--- src/rtl/fp_divider_if.sv ---
// ---------------------------------------------------------------------------
// fp_divider_if
// Start/done handshake and operand/result bundle for fp_divider.
//   start          : request, honoured only while busy is low
//   A, B           : dividend / divisor, captured on the accepted start edge
//   busy           : division in progress
//   done           : one-cycle pulse, out and flags valid from this cycle
//   out            : quotient, held until rewritten
//   overflow_flag  : exponent overflow, out = +/-inf
//   underflow_flag : exponent underflow, out = +/-0
//   divzero_flag   : finite nonzero / zero
//   invalid_flag   : 0/0, inf/inf or NaN operand
// master drives requests, slave is the divider.
// ---------------------------------------------------------------------------
`timescale 1ns/1ps
interface fp_divider_if #(
   parameter int X = 32
);
   logic         start;
   logic [X-1:0] A;
   logic [X-1:0] B;
   logic         busy;
   logic         done;
   logic [X-1:0] out;
   logic         overflow_flag;
   logic         underflow_flag;
   logic         divzero_flag;
   logic         invalid_flag;

   modport master (
      output start, A, B,
      input  busy, done, out, overflow_flag, underflow_flag, divzero_flag, invalid_flag
   );

   modport slave (
      input  start, A, B,
      output busy, done, out, overflow_flag, underflow_flag, divzero_flag, invalid_flag
   );
endinterface

--- src/rtl/fp_divider.sv ---
// ---------------------------------------------------------------------------
// fp_divider
// Sequential IEEE-754 divider, out = A / B, for X = 32 or 64.
// Mantissas are divided by restoring division, one quotient bit per clock,
// followed by a single normalisation cycle. Results are truncated.
// Special cases (NaN, inf, zero/subnormal operands) finish on the start edge.
//   clk   : rising-edge clock
//   rst_n : asynchronous active-low reset
//   bus   : fp_divider_if slave (start, A, B, busy, done, out, flags)
// ---------------------------------------------------------------------------
`timescale 1ns/1ps
module fp_divider #(
   parameter int X = 32
) (
   input logic         clk,
   input logic         rst_n,
   fp_divider_if.slave bus
);
   localparam int EB = (X == 64) ? 11 : 8;
   localparam int MB = X - 1 - EB;
   localparam int Q  = MB + 2;
   localparam int EW = EB + 2;
   localparam int CW = $clog2(Q + 1);
   localparam logic signed [EW-1:0] BIAS  = EW'((1 << (EB - 1)) - 1);
   localparam logic signed [EW-1:0] EMAX  = EW'((1 << EB) - 1);
   localparam logic signed [EW-1:0] EONE  = EW'(1);
   localparam logic signed [EW-1:0] EZERO = '0;

   typedef enum logic [1:0] {IDLE, DIVIDE, NORM} state_t;

   state_t                 state_q, state_d;
   logic [CW-1:0]          cnt_q, cnt_d;
   logic                   done_q, done_d;
   logic [X-1:0]           out_q, out_d;
   logic                   ovf_q, ovf_d, unf_q, unf_d, dz_q, dz_d, inv_q, inv_d;
   logic [Q-1:0]           rem_q, rem_d, div_q, div_d, quo_q, quo_d;
   logic signed [EW-1:0]   exp_q, exp_d;
   logic                   sign_q, sign_d;
   logic [Q-1:0]           rem_sel;
   logic signed [EW-1:0]   norm_e;
   logic [MB-1:0]          norm_m;

   // Range check after normalisation: returns {overflow, underflow, result}.
   function automatic logic [X+1:0] pack_result(input logic s,
                                                input logic signed [EW-1:0] e,
                                                input logic [MB-1:0] m);
      if (e >= EMAX)
         pack_result = {2'b10, s, {EB{1'b1}}, {MB{1'b0}}};
      else if (e <= EZERO)
         pack_result = {2'b01, s, {(X-1){1'b0}}};
      else
         pack_result = {2'b00, s, e[EB-1:0], m};
   endfunction

   // Operand classification; exp == 0 (zero or subnormal) counts as zero.
   logic [EB-1:0] a_exp, b_exp;
   logic [MB-1:0] a_man, b_man;
   logic          a_nan, b_nan, a_inf, b_inf, a_zero, b_zero, s_in;

   assign a_exp  = bus.A[X-2:MB];
   assign b_exp  = bus.B[X-2:MB];
   assign a_man  = bus.A[MB-1:0];
   assign b_man  = bus.B[MB-1:0];
   assign a_nan  = (&a_exp) && (|a_man);
   assign b_nan  = (&b_exp) && (|b_man);
   assign a_inf  = (&a_exp) && !(|a_man);
   assign b_inf  = (&b_exp) && !(|b_man);
   assign a_zero = !(|a_exp);
   assign b_zero = !(|b_exp);
   assign s_in   = bus.A[X-1] ^ bus.B[X-1];

   always_comb begin
      state_d = state_q;
      cnt_d   = cnt_q;
      done_d  = 1'b0;
      out_d   = out_q;
      ovf_d   = ovf_q;
      unf_d   = unf_q;
      dz_d    = dz_q;
      inv_d   = inv_q;
      rem_d   = rem_q;
      div_d   = div_q;
      quo_d   = quo_q;
      exp_d   = exp_q;
      sign_d  = sign_q;
      rem_sel = rem_q;
      norm_e  = exp_q;
      norm_m  = quo_q[Q-2:1];

      case (state_q)
         IDLE: begin
            if (bus.start) begin
               ovf_d  = 1'b0;
               unf_d  = 1'b0;
               dz_d   = 1'b0;
               inv_d  = 1'b0;
               sign_d = s_in;
               if (a_nan || b_nan || (a_zero && b_zero) || (a_inf && b_inf)) begin
                  out_d  = {s_in, {EB{1'b1}}, 1'b1, {(MB-1){1'b0}}};
                  inv_d  = 1'b1;
                  done_d = 1'b1;
               end else if (a_inf) begin
                  out_d  = {s_in, {EB{1'b1}}, {MB{1'b0}}};
                  done_d = 1'b1;
               end else if (b_zero) begin
                  out_d  = {s_in, {EB{1'b1}}, {MB{1'b0}}};
                  dz_d   = 1'b1;
                  done_d = 1'b1;
               end else if (a_zero || b_inf) begin
                  out_d  = {s_in, {(X-1){1'b0}}};
                  done_d = 1'b1;
               end else begin
                  rem_d   = {2'b01, a_man};
                  div_d   = {2'b01, b_man};
                  quo_d   = '0;
                  exp_d   = $signed({2'b00, a_exp}) - $signed({2'b00, b_exp}) + BIAS;
                  cnt_d   = '0;
                  state_d = DIVIDE;
               end
            end
         end
         DIVIDE: begin
            // Remainder stays below twice the divisor, so the shift never loses a set bit.
            if (rem_q >= div_q) begin
               rem_sel = rem_q - div_q;
               quo_d   = {quo_q[Q-2:0], 1'b1};
            end else begin
               quo_d   = {quo_q[Q-2:0], 1'b0};
            end
            rem_d = rem_sel << 1;
            cnt_d = cnt_q + 1'b1;
            if (cnt_q == CW'(Q - 1))
               state_d = NORM;
         end
         NORM: begin
            // Quotient lies in (0.5, 2): either the integer bit or the next bit leads.
            if (!quo_q[Q-1]) begin
               norm_m = quo_q[Q-3:0];
               norm_e = exp_q - EONE;
            end
            {ovf_d, unf_d, out_d} = pack_result(sign_q, norm_e, norm_m);
            done_d  = 1'b1;
            state_d = IDLE;
         end
         default: state_d = IDLE;
      endcase
   end

   // Control and architected outputs
   always_ff @(posedge clk or negedge rst_n) begin
      if (!rst_n) begin
         state_q <= IDLE;
         cnt_q   <= '0;
         done_q  <= 1'b0;
         out_q   <= '0;
         ovf_q   <= 1'b0;
         unf_q   <= 1'b0;
         dz_q    <= 1'b0;
         inv_q   <= 1'b0;
      end else begin
         state_q <= state_d;
         cnt_q   <= cnt_d;
         done_q  <= done_d;
         out_q   <= out_d;
         ovf_q   <= ovf_d;
         unf_q   <= unf_d;
         dz_q    <= dz_d;
         inv_q   <= inv_d;
      end
   end

   // Division datapath
   always_ff @(posedge clk) begin
      rem_q  <= rem_d;
      div_q  <= div_d;
      quo_q  <= quo_d;
      exp_q  <= exp_d;
      sign_q <= sign_d;
   end

   assign bus.busy           = (state_q != IDLE);
   assign bus.done           = done_q;
   assign bus.out            = out_q;
   assign bus.overflow_flag  = ovf_q;
   assign bus.underflow_flag = unf_q;
   assign bus.divzero_flag   = dz_q;
   assign bus.invalid_flag   = inv_q;
endmodule

--- src/flat_wrapper.sv ---
// flat-port wrapper written by rule: the top's interface ports become plain ports
module fp_divider_flat 
#(
   parameter int X = 32
)
  (clk, rst_n, bus_start, bus_A, bus_B, bus_busy, bus_done, bus_out, bus_overflow_flag, bus_underflow_flag, bus_divzero_flag, bus_invalid_flag);
  fp_divider_if #(.X(X)) bus_i ();
  input logic clk;
  input logic rst_n;
  input wire logic [$bits(bus_i.start)-1:0] bus_start;
  input wire logic [$bits(bus_i.A)-1:0] bus_A;
  input wire logic [$bits(bus_i.B)-1:0] bus_B;
  output wire logic [$bits(bus_i.busy)-1:0] bus_busy;
  output wire logic [$bits(bus_i.done)-1:0] bus_done;
  output wire logic [$bits(bus_i.out)-1:0] bus_out;
  output wire logic [$bits(bus_i.overflow_flag)-1:0] bus_overflow_flag;
  output wire logic [$bits(bus_i.underflow_flag)-1:0] bus_underflow_flag;
  output wire logic [$bits(bus_i.divzero_flag)-1:0] bus_divzero_flag;
  output wire logic [$bits(bus_i.invalid_flag)-1:0] bus_invalid_flag;
  assign bus_i.start = bus_start;
  assign bus_i.A = bus_A;
  assign bus_i.B = bus_B;
  assign bus_busy = bus_i.busy;
  assign bus_done = bus_i.done;
  assign bus_out = bus_i.out;
  assign bus_overflow_flag = bus_i.overflow_flag;
  assign bus_underflow_flag = bus_i.underflow_flag;
  assign bus_divzero_flag = bus_i.divzero_flag;
  assign bus_invalid_flag = bus_i.invalid_flag;
  fp_divider #(.X(X)) u_core (.clk(clk), .rst_n(rst_n), .bus(bus_i));
endmodule
--- config.mk ---
export PLATFORM = sky130hd
export DESIGN_NAME = fp_divider_flat
export DESIGN_NICKNAME = d
export VERILOG_FILES = /design/src/rtl/fp_divider_if.sv /design/src/rtl/fp_divider.sv /design/src/flat_wrapper.sv
export SDC_FILE = /design/constraint.sdc
export NUM_CORES = 1
export LEC_CHECK = 0
export BUFFER_PORTS_ARGS = -buffer_cell sky130_fd_sc_hd__buf_2
export CAP_MARGIN = 20
export CORE_MARGIN = 2
export CORE_UTILIZATION = 58
export CTS_CLUSTER_SIZE = 16
export DETAILED_ROUTE_END_ITERATION = 7
export PLACE_DENSITY = 0.91
export RECOVER_POWER = 50
export SLEW_MARGIN = 20
export SYNTH_ARGS = -nofsm -noshare
export SYNTH_HDL_FRONTEND = slang
export SYNTH_SLANG_ARGS = --single-unit
--- constraint.sdc ---
create_clock -name clk -period 4.6 [get_ports clk]
set_input_delay 0 -clock clk [delete_from_list [all_inputs] [get_ports clk]]
set_output_delay 0 -clock clk [all_outputs]
set_load 0.05 [all_outputs]
==> run metrics <==
Req. time, crit path between 4000 and 5000 ps; H-tree Lvls 4; Synth Cell Area 7440 um^2; DRC viols 0; max frequency approximately 0.32 GHz; TritonCTS clock tree yes; DRT iter0 DRCs between 500 and 600; nets between 1000 and 1500; fillers 880; share of layout cells above drive strength 1 0.0973; flops & latches, synth 128; number of setup buffers added after CTS 0; Syn Inst Count between 700 and 800; Placed Cells ~1000; DR pass1 iterations 5; hpwl dp ~12000 um; CTS resizes 0; grt total ovfl 0; # IOs between 100 and 150; number of global-route vias before repair 6200; # Max-Cap Violations 1; global-route wire length before repair between 30000 and 40000 um; mux cell area share after synthesis 0.0363; clock skew about 12 ps; ANT nets after route 0; Syn. warnings 0; fin crit share 0.684; Lkg Pwr 0.00378 uW; Worst slew margin -0.110; Post-synth EDFFs 84; clock-pin slew on the worst setup and hold paths around 60 ps; syn_area_per_cell approximately 9.8 um^2; All-Layer GR Usage 0.289; post-synthesis compound-gate area fraction 0.145; largest net degree at the start of global routing 45; DRT met1 WL a little under 8000 um; DRT Wirelength 18800 um; initial antenna violation count 1; final count of negative-setup-slack endpoints 0; VDD IR-drop max around 0.28 mV; post-synthesis xor/xnor area fraction 0.0459; Post-synth ARST share 0.344; crit path max fanout 7; wire per inst approximately 17 um; Post-Synth Simple-Gate Area 0.178; clk buf depth 2; DR vias/cell between 5 and 6; Final min period about 3100 ps; Clock Latency Late Sink around 440 ps; kind of critical path input pin to flop; max-slew violation count 30; clk root buf clkbuf_16; gpl congestion 0.910; Startpoint Class input pin; Layout Cells excl Fill between 1000 and 1500; Starting Density 0.592; syn_nets ~860; CTS Buf Count 17; Total Neg Setup Slack 0 ps; element type at the critical path end flop; vias about 6500; sequential share of the synthesized area 0.487; routed wl met2 9000 um; P&R area growth vs syn 22.1%; Die H between 100 and 150 um; PwrDens between 600 and 700 nW/um^2; die span in x 117 um; Worst Tran Pin Value ~1700 ps; post-synthesis cell type count 57; Top Layer Used met4; CORE AREA around 13000 um^2; failing checks max-capacitance violations, max-slew violations; Hold Path Class input pin to flop; Port Buffer Count ~100; die area ~14000 um^2; RSZ-0062 raised after global routing false; row count just over 40; WL met3 roughly 1400 um; Post-Synth Adder-Cell Area 0.0642; combinational family with the most area after synthesis simple AND/OR/NAND/NOR gates; CTS Sinks ~130; most used flip-flop cell after synthesis edfxtp_1; status finished with violations; Fin. Hold Viols 0; Critical Path AT approximately 3400 ps
## placed cells by master, fill, tap and decap left out, types with 7 or more instances in the layout
cell,instances
ha_1,35
xnor2_1,19
dlygate4sd3_1,50
clkbuf_16,18
nor2b_1,7
buf_2,43
nand2_1,73
o21ai_0,41
clkbuf_1,64
a21o_1,7
o21a_1,7
dfrtp_1,44
xor2_1,20
a21oi_1,80
and2_0,20
nor2_1,63
inv_1,54
nand2b_1,12
mux2i_1,27
nand3_1,14
nand4_1,9
nor4_1,17
nor3_1,21
edfxtp_1,84
and2_1,8
## cell type report
class | count | area, um^2 | share of cell area
Clock buffer | 19 | 454 | 0.0500
Antenna cell | 1 | 2.50 | 0.000275
Multi-Input combinational cell | 550 | 3500 | 0.385
Timing Repair Buffer | 161 | 990 | 0.109
Clock inverter | 13 | 101 | 0.0112
Inverter | 54 | 203 | 0.0223
Sequential cell | 128 | 3620 | 0.399
Tap cell | 172 | 215 | 0.0237
## synth_stat cells (3+ instances only)
cell	number	area, um^2
clkbuf_1	18	67.6
dfrtp_1	44	1100
buf_6	3	33.8
edfxtp_1	84	2520
xnor2_1	19	166
a21oi_1	80	400
nor3_1	21	105
nand2b_1	12	75.1
nand2_1	73	274
buf_2	5	25.0
a21o_1	7	52.6
a21boi_0	4	30.0
nor4_1	17	106
nor2_1	64	240
ha_1	35	438
o211ai_1	3	22.5
and2_1	28	175
or2_2	5	31.3
o21ai_0	41	205
mux2i_1	27	270
o21bai_1	4	30.0
a31oi_1	4	25.0
a2111oi_0	3	26.3
o31ai_1	3	22.5
nor2b_1	7	43.8
or3_1	4	25.0
o21a_1	7	52.6
nand3_1	14	70.1
inv_1	54	203
xor2_1	20	175
nand4_1	9	56.3
nor3b_1	3	22.5
## through the flow
step / power [uW] / area, um^2 / util / worst slack, ps / hold slack (ps)
floorplan: 3920 / 7440 / - / 1180 / -296
finish: 5880 / 9090 / 0.723 / 1450 / 11.3
detailed placement: 4510 / 8120 / 0.646 / 1660 / 194
global placement: 4430 / 8120 / 0.646 / 1780 / 191
global route: 6230 / 9080 / 0.723 / 1270 / 21.4
CTS: 5830 / 9170 / 0.730 / 1590 / 2.23
## cell families after synthesis
family | Yosys count
xor gates and xnor gates | 39
buffers and inverters | 80
DFF | 128
and+or+nand+nor | 266
muxes | 27
adders and majority gates | 37
AOI/OAI and AO/OA | 181
## sequential cells by signal, indices dropped and copies added, names as in the netlist, 2 cells and up
signal and count:
u_core.exp_q 10, u_core.quo_q 25, u_core.div_q 23, u_core.rem_q 25, u_core.state_q 2, u_core.bus.out 32
u_core.cnt_q 5
## report_power, final
group          switching, uW  internal (uW)
clock network            543            728
registers                259           1730
logic                   1640            978
total                   2440           3440
## metal layers
layer,GRT usage,up-vias
met5,0,-
met4,0.137,0
met3,0.0654,60
met2,0.464,341
met1,0.374,3064
li1,-,3031
## critical path, stage by stage
cell	delay, ps
dlygate4sd3_1	570
buf_2	140
nor4_1	770
and4_1	400
nand3_1	190
a21oi_1	320
a21oi_1	170
nor3_1	700
a21oi_1	160
## final timing paths
check	cells after the start	slack (ps)	to	from
worst max-delay path	9	1450	u_core.bus.out[26]	bus_B[1]
worst min-delay path	3	10	u_core.exp_q[0]	bus_A[23]
worst max register to register	10	1530	u_core.rem_q[5]	u_core.rem_q[4]
worst min register to register	2	480	u_core.bus.out[16]	u_core.bus.out[16]
max in group asynchronous	3	2580	u_core.state_q[1]	rst_n
min in group asynchronous	2	290	u_core.bus.out[21]	rst_n
## repair_timing
item	in CTS	in global routing
endpoints found under the setup margin	0	0
hold buffers	50	0
hold endpoints to repair	93	0
Note: power is estimated with default switching activity, not from simulation.
